[config.mk]
export PLATFORM = sky130hd
export DESIGN_NAME = vga_pattern_gen
export DESIGN_NICKNAME = d
export VERILOG_FILES = /design/src/rtl/vga_pattern_gen.sv
export SDC_FILE = /design/constraint.sdc
export NUM_CORES = 1
export LEC_CHECK = 0
export BUFFER_PORTS_ARGS = -buffer_cell sky130_fd_sc_hd__buf_2
export CAP_MARGIN = 20
export CORE_MARGIN = 4
export CORE_UTILIZATION = 45
export DETAILED_ROUTE_END_ITERATION = 7
export MAX_ROUTING_LAYER = met4
export PLACE_DENSITY = 0.73
export SYNTH_ARGS = -nofsm -noshare
export SYNTH_HDL_FRONTEND = slang
export SYNTH_SLANG_ARGS = --single-unit
[constraint.sdc]
create_clock -name pixel_clk -period 2.9 [get_ports pixel_clk]
set_input_delay 0.145 -clock pixel_clk [delete_from_list [all_inputs] [get_ports pixel_clk]]
set_output_delay 0.145 -clock pixel_clk [all_outputs]
set_load 0.05 [all_outputs]
[src/rtl/vga_pattern_gen.sv]
// VGA timing generator with selectable test patterns.
// Counters drive registered sync, data-enable and colour outputs.
module vga_pattern_gen #(
  parameter int HOR_ACT   = 640,
  parameter int HOR_FP    = 16,
  parameter int HOR_SYNC  = 96,
  parameter int HOR_BP    = 48,
  parameter int VERT_ACT  = 480,
  parameter int VERT_FP   = 11,
  parameter int VERT_SYNC = 2,
  parameter int VERT_BP   = 31,
  parameter int SYNC_POL  = 0
) (
  input  logic        pixel_clk,
  input  logic        rst_n,
  input  logic        en,
  input  logic [1:0]  pattern_sel,
  input  logic [23:0] solid_rgb,
  output logic [7:0]  r,
  output logic [7:0]  g,
  output logic [7:0]  b,
  output logic        hsync,
  output logic        vsync,
  output logic        de,
  output logic        frame_start
);

  localparam int HTOT = HOR_ACT + HOR_FP + HOR_SYNC + HOR_BP;
  localparam int VTOT = VERT_ACT + VERT_FP + VERT_SYNC + VERT_BP;

  localparam logic [10:0] H_LAST = 11'(HTOT - 1);
  localparam logic [10:0] V_LAST = 11'(VTOT - 1);
  localparam logic [10:0] H_ACT  = 11'(HOR_ACT);
  localparam logic [10:0] V_ACT  = 11'(VERT_ACT);
  localparam logic [10:0] H_SS   = 11'(HOR_ACT + HOR_FP);
  localparam logic [10:0] H_SE   = 11'(HOR_ACT + HOR_FP + HOR_SYNC);
  localparam logic [10:0] V_SS   = 11'(VERT_ACT + VERT_FP);
  localparam logic [10:0] V_SE   = 11'(VERT_ACT + VERT_FP + VERT_SYNC);
  localparam logic [10:0] BAR_W  = 11'(HOR_ACT / 8);

  localparam logic SYNC_ON  = SYNC_POL[0];
  localparam logic SYNC_OFF = ~SYNC_ON;

  typedef enum logic {
    IDLE = 1'b0,
    RUN  = 1'b1
  } state_t;

  state_t      state_q, state_d;
  logic [10:0] h_cnt_q, h_cnt_d;
  logic [10:0] v_cnt_q, v_cnt_d;
  logic [7:0]  frame_cnt_q, frame_cnt_d;
  logic [1:0]  pat_q, pat_d;
  logic [23:0] solid_q, solid_d;

  logic [23:0] rgb_q, rgb_d;
  logic        hsync_q, hsync_d;
  logic        vsync_q, vsync_d;
  logic        de_q, de_d;
  logic        fs_q, fs_d;

  logic        h_end;
  logic        v_end;
  logic        in_h_act;
  logic        in_v_act;
  logic        in_hs;
  logic        in_vs;
  logic [10:0] bar;
  logic [23:0] pix;

  assign h_end    = (h_cnt_q == H_LAST);
  assign v_end    = (v_cnt_q == V_LAST);
  assign in_h_act = (h_cnt_q < H_ACT);
  assign in_v_act = (v_cnt_q < V_ACT);
  assign in_hs    = (h_cnt_q >= H_SS) && (h_cnt_q < H_SE);
  assign in_vs    = (v_cnt_q >= V_SS) && (v_cnt_q < V_SE);
  assign bar      = h_cnt_q / BAR_W;

  // Run control, raster counters and per-frame latching of pattern inputs
  always_comb begin
    state_d     = state_q;
    h_cnt_d     = h_cnt_q;
    v_cnt_d     = v_cnt_q;
    frame_cnt_d = frame_cnt_q;
    pat_d       = pat_q;
    solid_d     = solid_q;
    unique case (state_q)
      IDLE: begin
        if (en) begin
          state_d = RUN;
          h_cnt_d = 11'd0;
          v_cnt_d = 11'd0;
          pat_d   = pattern_sel;
          solid_d = solid_rgb;
        end
      end
      RUN: begin
        if (h_end) begin
          h_cnt_d = 11'd0;
          v_cnt_d = v_end ? 11'd0 : v_cnt_q + 11'd1;
        end else begin
          h_cnt_d = h_cnt_q + 11'd1;
        end
        if (h_end && v_end) begin
          frame_cnt_d = frame_cnt_q + 8'd1;
          pat_d       = pattern_sel;
          solid_d     = solid_rgb;
          if (!en) begin
            state_d = IDLE;
          end
        end
      end
      default: state_d = IDLE;
    endcase
  end

  // Pattern colour for the current raster position
  always_comb begin
    pix = 24'h000000;
    unique case (pat_q)
      2'd0: begin
        unique case (bar)
          11'd0:   pix = 24'hFFFFFF;
          11'd1:   pix = 24'hFFFF00;
          11'd2:   pix = 24'h00FFFF;
          11'd3:   pix = 24'h00FF00;
          11'd4:   pix = 24'hFF00FF;
          11'd5:   pix = 24'hFF0000;
          11'd6:   pix = 24'h0000FF;
          default: pix = 24'h000000;
        endcase
      end
      2'd1: begin
        pix = (h_cnt_q[5] ^ v_cnt_q[5]) ? 24'h000000 : 24'hFFFFFF;
      end
      2'd2: begin
        pix = {h_cnt_q[7:0], v_cnt_q[7:0], frame_cnt_q};
      end
      default: begin
        pix = solid_q;
      end
    endcase
  end

  // Output stage: one cycle behind the counters, idle values outside RUN
  always_comb begin
    rgb_d   = 24'h000000;
    hsync_d = SYNC_OFF;
    vsync_d = SYNC_OFF;
    de_d    = 1'b0;
    fs_d    = 1'b0;
    if (state_q == RUN) begin
      de_d    = in_h_act && in_v_act;
      rgb_d   = de_d ? pix : 24'h000000;
      hsync_d = in_hs ? SYNC_ON : SYNC_OFF;
      vsync_d = in_vs ? SYNC_ON : SYNC_OFF;
      fs_d    = (h_cnt_q == 11'd0) && (v_cnt_q == 11'd0);
    end
  end

  // State and output registers with synchronous reset
  always_ff @(posedge pixel_clk) begin
    if (!rst_n) begin
      state_q     <= IDLE;
      h_cnt_q     <= 11'd0;
      v_cnt_q     <= 11'd0;
      frame_cnt_q <= 8'd0;
      pat_q       <= 2'd0;
      solid_q     <= 24'h000000;
      rgb_q       <= 24'h000000;
      hsync_q     <= SYNC_OFF;
      vsync_q     <= SYNC_OFF;
      de_q        <= 1'b0;
      fs_q        <= 1'b0;
    end else begin
      state_q     <= state_d;
      h_cnt_q     <= h_cnt_d;
      v_cnt_q     <= v_cnt_d;
      frame_cnt_q <= frame_cnt_d;
      pat_q       <= pat_d;
      solid_q     <= solid_d;
      rgb_q       <= rgb_d;
      hsync_q     <= hsync_d;
      vsync_q     <= vsync_d;
      de_q        <= de_d;
      fs_q        <= fs_d;
    end
  end

  assign r           = rgb_q[23:16];
  assign g           = rgb_q[15:8];
  assign b           = rgb_q[7:0];
  assign hsync       = hsync_q;
  assign vsync       = vsync_q;
  assign de          = de_q;
  assign frame_start = fs_q;

endmodule

==> run metrics, run 1 <==
endpoints failing setup 0; vias in the first global route 3,454; PortBufs 56; arrival time worst endpoint 2.73 ns; antenna cells 0; drt drc 0; Max-Cap Viols 0; Vias/cell 5.54; vias 3,588; CORE AREA 0.00885 mm2; share of layout cells above drive strength 1 21.9%; RD Place Congestion 0.849; most common cell after layout, fill and taps aside nand2_1; CTS root buf clkbuf_8; hold_ws 0.0390 ns; die span in y 104 um; RSZ-0062 raised after global routing no; WP data required 3.17 ns; final hold vios 0; Sum Neg Setup Slack 0 ns; post_cts resized 0; Peak VDD IR 0.338 mV; total wire length 9770 um; clk sink count 85; Synthesized Nets 528; Worst slew margin 56.2%; largest net degree at the start of global routing 54; antenna violations before repair 0; pwr dens 509 mW/mm2; first-pass GRT wire length 16,600 um; Mapped Area 0.00414 mm2; synth unique cells 62; Post-synth EDFFs 0; Fmax 408 MHz; Reg clk slew, reported paths 0.08 ns; CP Max Fanout 26; Post-synth ARST share 0%; Detailed Routing Iterations Pass 1 5; HP Class input port to flop; I/O pin cnt 57; Pleak 0.00176 uW; H-tree levels 3; drt initial violations 218; Mapped Cells 494; Yosys warnings 0; die width 104 um; grt ovf 0; critical path class flop to flop; fin crit share 84.5%; Area Growth Syn to Fin 11.3%; CP endpoint kind flop; #FFs+latches synth 85; fin nets 571; initial core utilization 46.8%; min Tclk post-route 2.45 ns; Mean Syn Cell Area 8.38 um2; Primary FF master, synth dfxtp_1; actual slew at the worst max-slew pin 0.657 ns; HPWL Detailed 6840 um; CTS tree done; Startpoint Class flop; CTS Buf Count 9; # fillers 851; Placed Instances 634; row cnt 34; Total Routing Usage GR 19.1%; postcts setup bufs 0; hold-fix buffer count after cts 0; worst skew pair latency 0.35 ns; most frequent cells in the layout 105 x nand2_1, 85 x dfxtp_1, 56 x buf_2; per-cell routed wire length 15.1 um; deepest clock path buffer count 2; Non-Filler Instances 648; clk_skew 0.00599 ns; outcome completed; die area 0.0108 mm2; pins over their slew limit 0; register area share after synthesis 41.1%; Final ANT Viol Nets 0
==> state kept, by name (all words and copies together), names as in the netlist <==
register and cells:
rgb_q 24, solid_q 24, h_cnt_q 11, v_cnt_q 11, frame_cnt_q 8, pat_q 2, de 1, frame_start 1
hsync 1, state_q 1, vsync 1
==> cell type report <==
cell class / count / area, um2 / area share [%]
flip-flops and latches: 85 / 1700 / 36.9
clock buffers: 10 / 138 / 2.99
multi-input cells: 368 / 2190 / 47.6
inverters: 5 / 18.8 / 0.407
clock inverters: 4 / 50.0 / 1.09
repair buffers: 68 / 370 / 8.04
well taps: 108 / 135 / 2.93
==> metal layers <==
metal	global-route usage, %	routed length, um	up-vias
met5	-	0	-
met4	7.31	170	0
met3	3.72	450	20
met2	31.3	4840	98
met1	23.4	4310	1677
li1	-	-	1793
==> worst max-delay path: stages (launching register included) <==
cell      delay, ns
dfxtp_1        0.44
ha_1           0.25
nand4_1        0.20
nor4_4         0.54
nand3_2        0.25
nand2b_1       0.14
buf_4          0.29
nand2_1        0.08
a21boi_0       0.18
==> metrics by stage <==
stage,cell area (um2),util (%),setup WS (ns),power (uW)
global placement,4420,49.9,0.638,1550
CTS,4610,52.1,0.446,2370
detailed placement,4420,49.9,0.468,1550
floorplan,4140,-,0.846,1480
global route,4610,52.1,0.207,2450
finish,4610,52.1,0.449,2340
==> where the power goes <==
group	switching, uW	internal [uW]	leakage, uW
clock	408	410	0.0000902
combinational	197	89.0	0.000973
sequential	26.2	1210	0.000694
total	632	1710	0.00176
==> path summary, 6_finish.rpt <==
kind	startpoint	end	slack, ns	depth (start not counted)
min	solid_rgb[1]	solid_q[1]	0.04	3
max	h_cnt_q[0]	solid_q[5]	0.45	8
max reg2reg	h_cnt_q[0]	solid_q[5]	0.45	8
min reg2reg	solid_q[22]	solid_q[22]	0.46	2
==> cells in the mapped netlist (3+ instances only) <==
master / count / area (um2)
a211o_1: 3 / 26.3
a21boi_0: 9 / 67.6
a21boi_2: 20 / 225
a21oi_1: 42 / 210
a31oi_1: 3 / 18.8
and2_1: 8 / 50.1
buf_2: 4 / 20.0
buf_6: 5 / 56.3
clkbuf_1: 21 / 78.8
dfxtp_1: 85 / 1700
ha_1: 5 / 62.6
inv_1: 5 / 18.8
mux2i_1: 3 / 30.0
nand2_1: 105 / 394
nand2b_1: 10 / 62.6
nand3_1: 15 / 75.1
nand4_1: 3 / 18.8
nor2_1: 18 / 67.6
nor2b_1: 11 / 68.8
nor3_1: 7 / 35.0
nor3b_1: 3 / 22.5
nor4_1: 7 / 43.8
o211ai_1: 3 / 22.5
o21ai_0: 39 / 195
xnor2_1: 10 / 87.6
==> kinds of logic (layout without fill, tap and decap cells) <==
logic type	count (synthesis)	in the layout	share of synthesized area, %
and+or+nand+nor	207	207	25.0
AOI/OAI and AO/OA	141	141	23.2
DFF	85	85	41.1
buffers and inverters	41	87	5.89
xor gates and xnor gates	12	12	2.54
adders and majority gates	5	5	1.51
muxes	3	3	0.726
(Power assumes the default switching activity.)
==> run 2: changes to the inputs <==
--- a/config.mk
+++ b/config.mk
@@ -11,7 +11,7 @@
 export CORE_UTILIZATION = 45
 export DETAILED_ROUTE_END_ITERATION = 7
 export MAX_ROUTING_LAYER = met4
-export PLACE_DENSITY = 0.73
+export PLACE_DENSITY = 0.75
 export SYNTH_ARGS = -nofsm -noshare
 export SYNTH_HDL_FRONTEND = slang
 export SYNTH_SLANG_ARGS = --single-unit
==> constraint.sdc (replaced) <==
create_clock -name pixel_clk -period 2.1 [get_ports pixel_clk]
set_input_delay 0.105 -clock pixel_clk [delete_from_list [all_inputs] [get_ports pixel_clk]]
set_output_delay 0.105 -clock pixel_clk [all_outputs]
set_load 0.05 [all_outputs]
==> run 2 against run 1 <==
Critical path depth is 1 lower. Clock skew is 0.0046 ns higher. Clock power is 59% higher. Maximum frequency is 24% higher. Highest routed layer unchanged.
==> run metrics, run 2 (synthesis results as in run 1) <==
CP max stage delay 0.41 ns (was 0.54 ns); Startpoint Class flop (unchanged); Psw 917 uW (was 632 uW); vias in the first global route 3,766 (was 3,454); Worst slew margin 57.7% (was 56.2%); RD Place Congestion 0.920 (was 0.849); P_int 2540 uW (was 1710 uW); reg-to-reg endpoint frame_cnt_q[6] (was solid_q[5]); hold_ws 0.00919 ns (was 0.0390 ns); hold path depth 3 (unchanged); first-pass GRT wire length 17,600 um (was 16,600 um); Reg clk slew, reported paths 0.09 ns (was 0.08 ns); antenna violations before repair 0 (unchanged); fin crit share 94.5% (was 84.5%); placed cell area 0.00461 mm2 (was 0.00442 mm2); Pleak 0.00201 uW (was 0.00176 uW); R2R cell count 7 (was 8); Area Growth Syn to Fin 23.5% (was 11.3%); CTS Buf Count 9 (unchanged); CP endpoint kind flop (unchanged); Worst Hold End solid_q[20] (was solid_q[1]); deepest clock path buffer count 2 (unchanged); slowest CP cell or3_4 (was nor4_4); clk sink count 85 (unchanged); Comb pwr share 13.1% (was 12.2%); row cnt 34 (unchanged); vias 3,913 (was 3,588); WP data required 2.34 ns (was 3.17 ns); pins over their slew limit 0 (unchanged); critical path class flop to flop (unchanged); drt drc 0 (unchanged); CP cell instances or3_4 > nor4_4 > buf_4 > and3_2 > nand2_1 > o211ai_1 > o31ai_1 (was ha_1 > nand4_1 > nor4_4 > nand3_2 > nand2b_1 > buf_4 > nand2_1 > a21boi_0); die area 0.0108 mm2 (unchanged); min Tclk post-route 1.98 ns (was 2.45 ns); H-tree levels 3 (unchanged); die span in y 104 um (unchanged); Vias/cell 5.61 (was 5.54); biggest regs rgb_q x24, solid_q x24 (unchanged); largest net degree at the start of global routing 54 (unchanged); I/O pin cnt 57 (unchanged); per-cell routed wire length 15.2 um (was 15.1 um); Peak VDD IR 0.596 mV (was 0.338 mV); Sum Neg Setup Slack 0 ns (unchanged); CTS tree done (unchanged); CORE AREA 0.00885 mm2 (unchanged); HP Class input port to flop (unchanged); final hold vios 0 (unchanged); most common cell after layout, fill and taps aside nand2_1 (unchanged); Final ANT Viol Nets 0 (unchanged); fin nets 619 (was 571); Detailed Routing Iterations Pass 1 5 (unchanged); most frequent cells in the layout 105 x nand2_1, 80 x dfxtp_1, 56 x buf_2 (was 105 x nand2_1, 85 x dfxtp_1, 56 x buf_2); post-route cell area 0.00511 mm2 (was 0.00461 mm2); actual slew at the worst max-slew pin 0.635 ns (was 0.657 ns); RSZ-0062 raised after global routing no (unchanged); Fmax 504 MHz (was 408 MHz); initial core utilization 46.8% (unchanged); sw frac 26.5% (was 27.0%); CP Max Fanout 5 (was 26); drt initial violations 188 (was 218); crit path from h_cnt_q[5] (was h_cnt_q[0]); Clk network pwr share 37.6% (was 34.9%); HPWL Detailed 6950 um (was 6840 um); antenna cells 0 (unchanged); share of layout cells above drive strength 1 26.4% (was 21.9%); total wire length 10,600 um (was 9770 um); R2R setup slack 0.12 ns (was 0.45 ns); Max-Cap Viols 0 (unchanged); pwr dens 677 mW/mm2 (was 509 mW/mm2); PortBufs 56 (unchanged); start point of the worst hold path solid_rgb[20] (was solid_rgb[1]); Non-Filler Instances 698 (was 648); reg2reg start h_cnt_q[5] (was h_cnt_q[0]); Total Routing Usage GR 20.0% (was 19.1%); die width 104 um (unchanged); arrival time worst endpoint 2.22 ns (was 2.73 ns); worst skew pair latency 0.36 ns (was 0.35 ns); grt ovf 0 (unchanged); outcome completed (unchanged); clk_skew 0.0105 ns (was 0.00599 ns); Sequential Power Share 49.3% (was 52.9%); endpoints failing setup 0 (unchanged); Placed Instances 658 (was 634); CTS root buf clkbuf_8 (unchanged)
-- run 2: timing repair --
action / 4_1_cts / 5_1_grt
resized for setup: 1 / 10
pin swaps: 1 / 3
endpoints found under the setup margin: 13 / 57
hold buffers: 18 / 1
setup buffers: 0 / 5
endpoints found under the hold margin: 18 / 1
-- run 2: power groups by stage --
stage / logic, uW / registers (uW) / clock network [uW]
6_report: 453 / 1710 / 1300
5_1_grt: 490 / 1720 / 1380
4_1_cts: 446 / 1710 / 1310
3_5_place_dp: 419 / 1740 / 0
3_3_place_gp: 410 / 1740 / 0
2_1_floorplan: 204 / 1840 / 0
-- run 2: critical path, delay by kind of cell, from the launching register on --
family	cells	cell delay (ns)
buffers and inverters	1	0.19
flip-flops	1	0.36
AO/OA/AOI/OAI	2	0.31
AND/OR/NAND/NOR	4	1.00
-- run 2: worst max-delay path by stage --
| stage | to | cells past startpoint |
|---|---|---|
| after floorplan | v_cnt_q[7] | 7 |
| after detailed placement | rgb_q[3] | 6 |
| final | frame_cnt_q[6] | 7 |
| after global routing | v_cnt_q[8] | 8 |
| after CTS | solid_q[2] | 9 |
| after global placement | rgb_q[6] | 6 |
-- run 2: layout make-up --
type                            count  area (um2)
Clock inverter                      5        83.8
Clock buffer                       11         141
Timing Repair Buffer              116         791
Multi-Input combinational cell    368        2230
Fill cell                         775        3740
Inverter                            5        18.8
Tap cell                          108         135
Sequential cell                    85        1710
-- run 2: per-stage QoR --
step	setup WS (ns)	util [%]	power, uW
finish	0.116	57.7	3460
CTS	0.00568	56.8	3460
detailed placement	-0.0817	52.1	2160
floorplan	0.0458	-	2050
global placement	0.0537	52.1	2150
global route	0.00283	57.7	3590
-- run 2: metal layers --
layer	wire length (um)	vias to the layer above	GRT usage, %
li1	-	1895	-
met1	4530	1866	23.9
met2	5320	133	33.2
met3	532	19	3.10
met4	207	0	9.12
met5	0	-	-
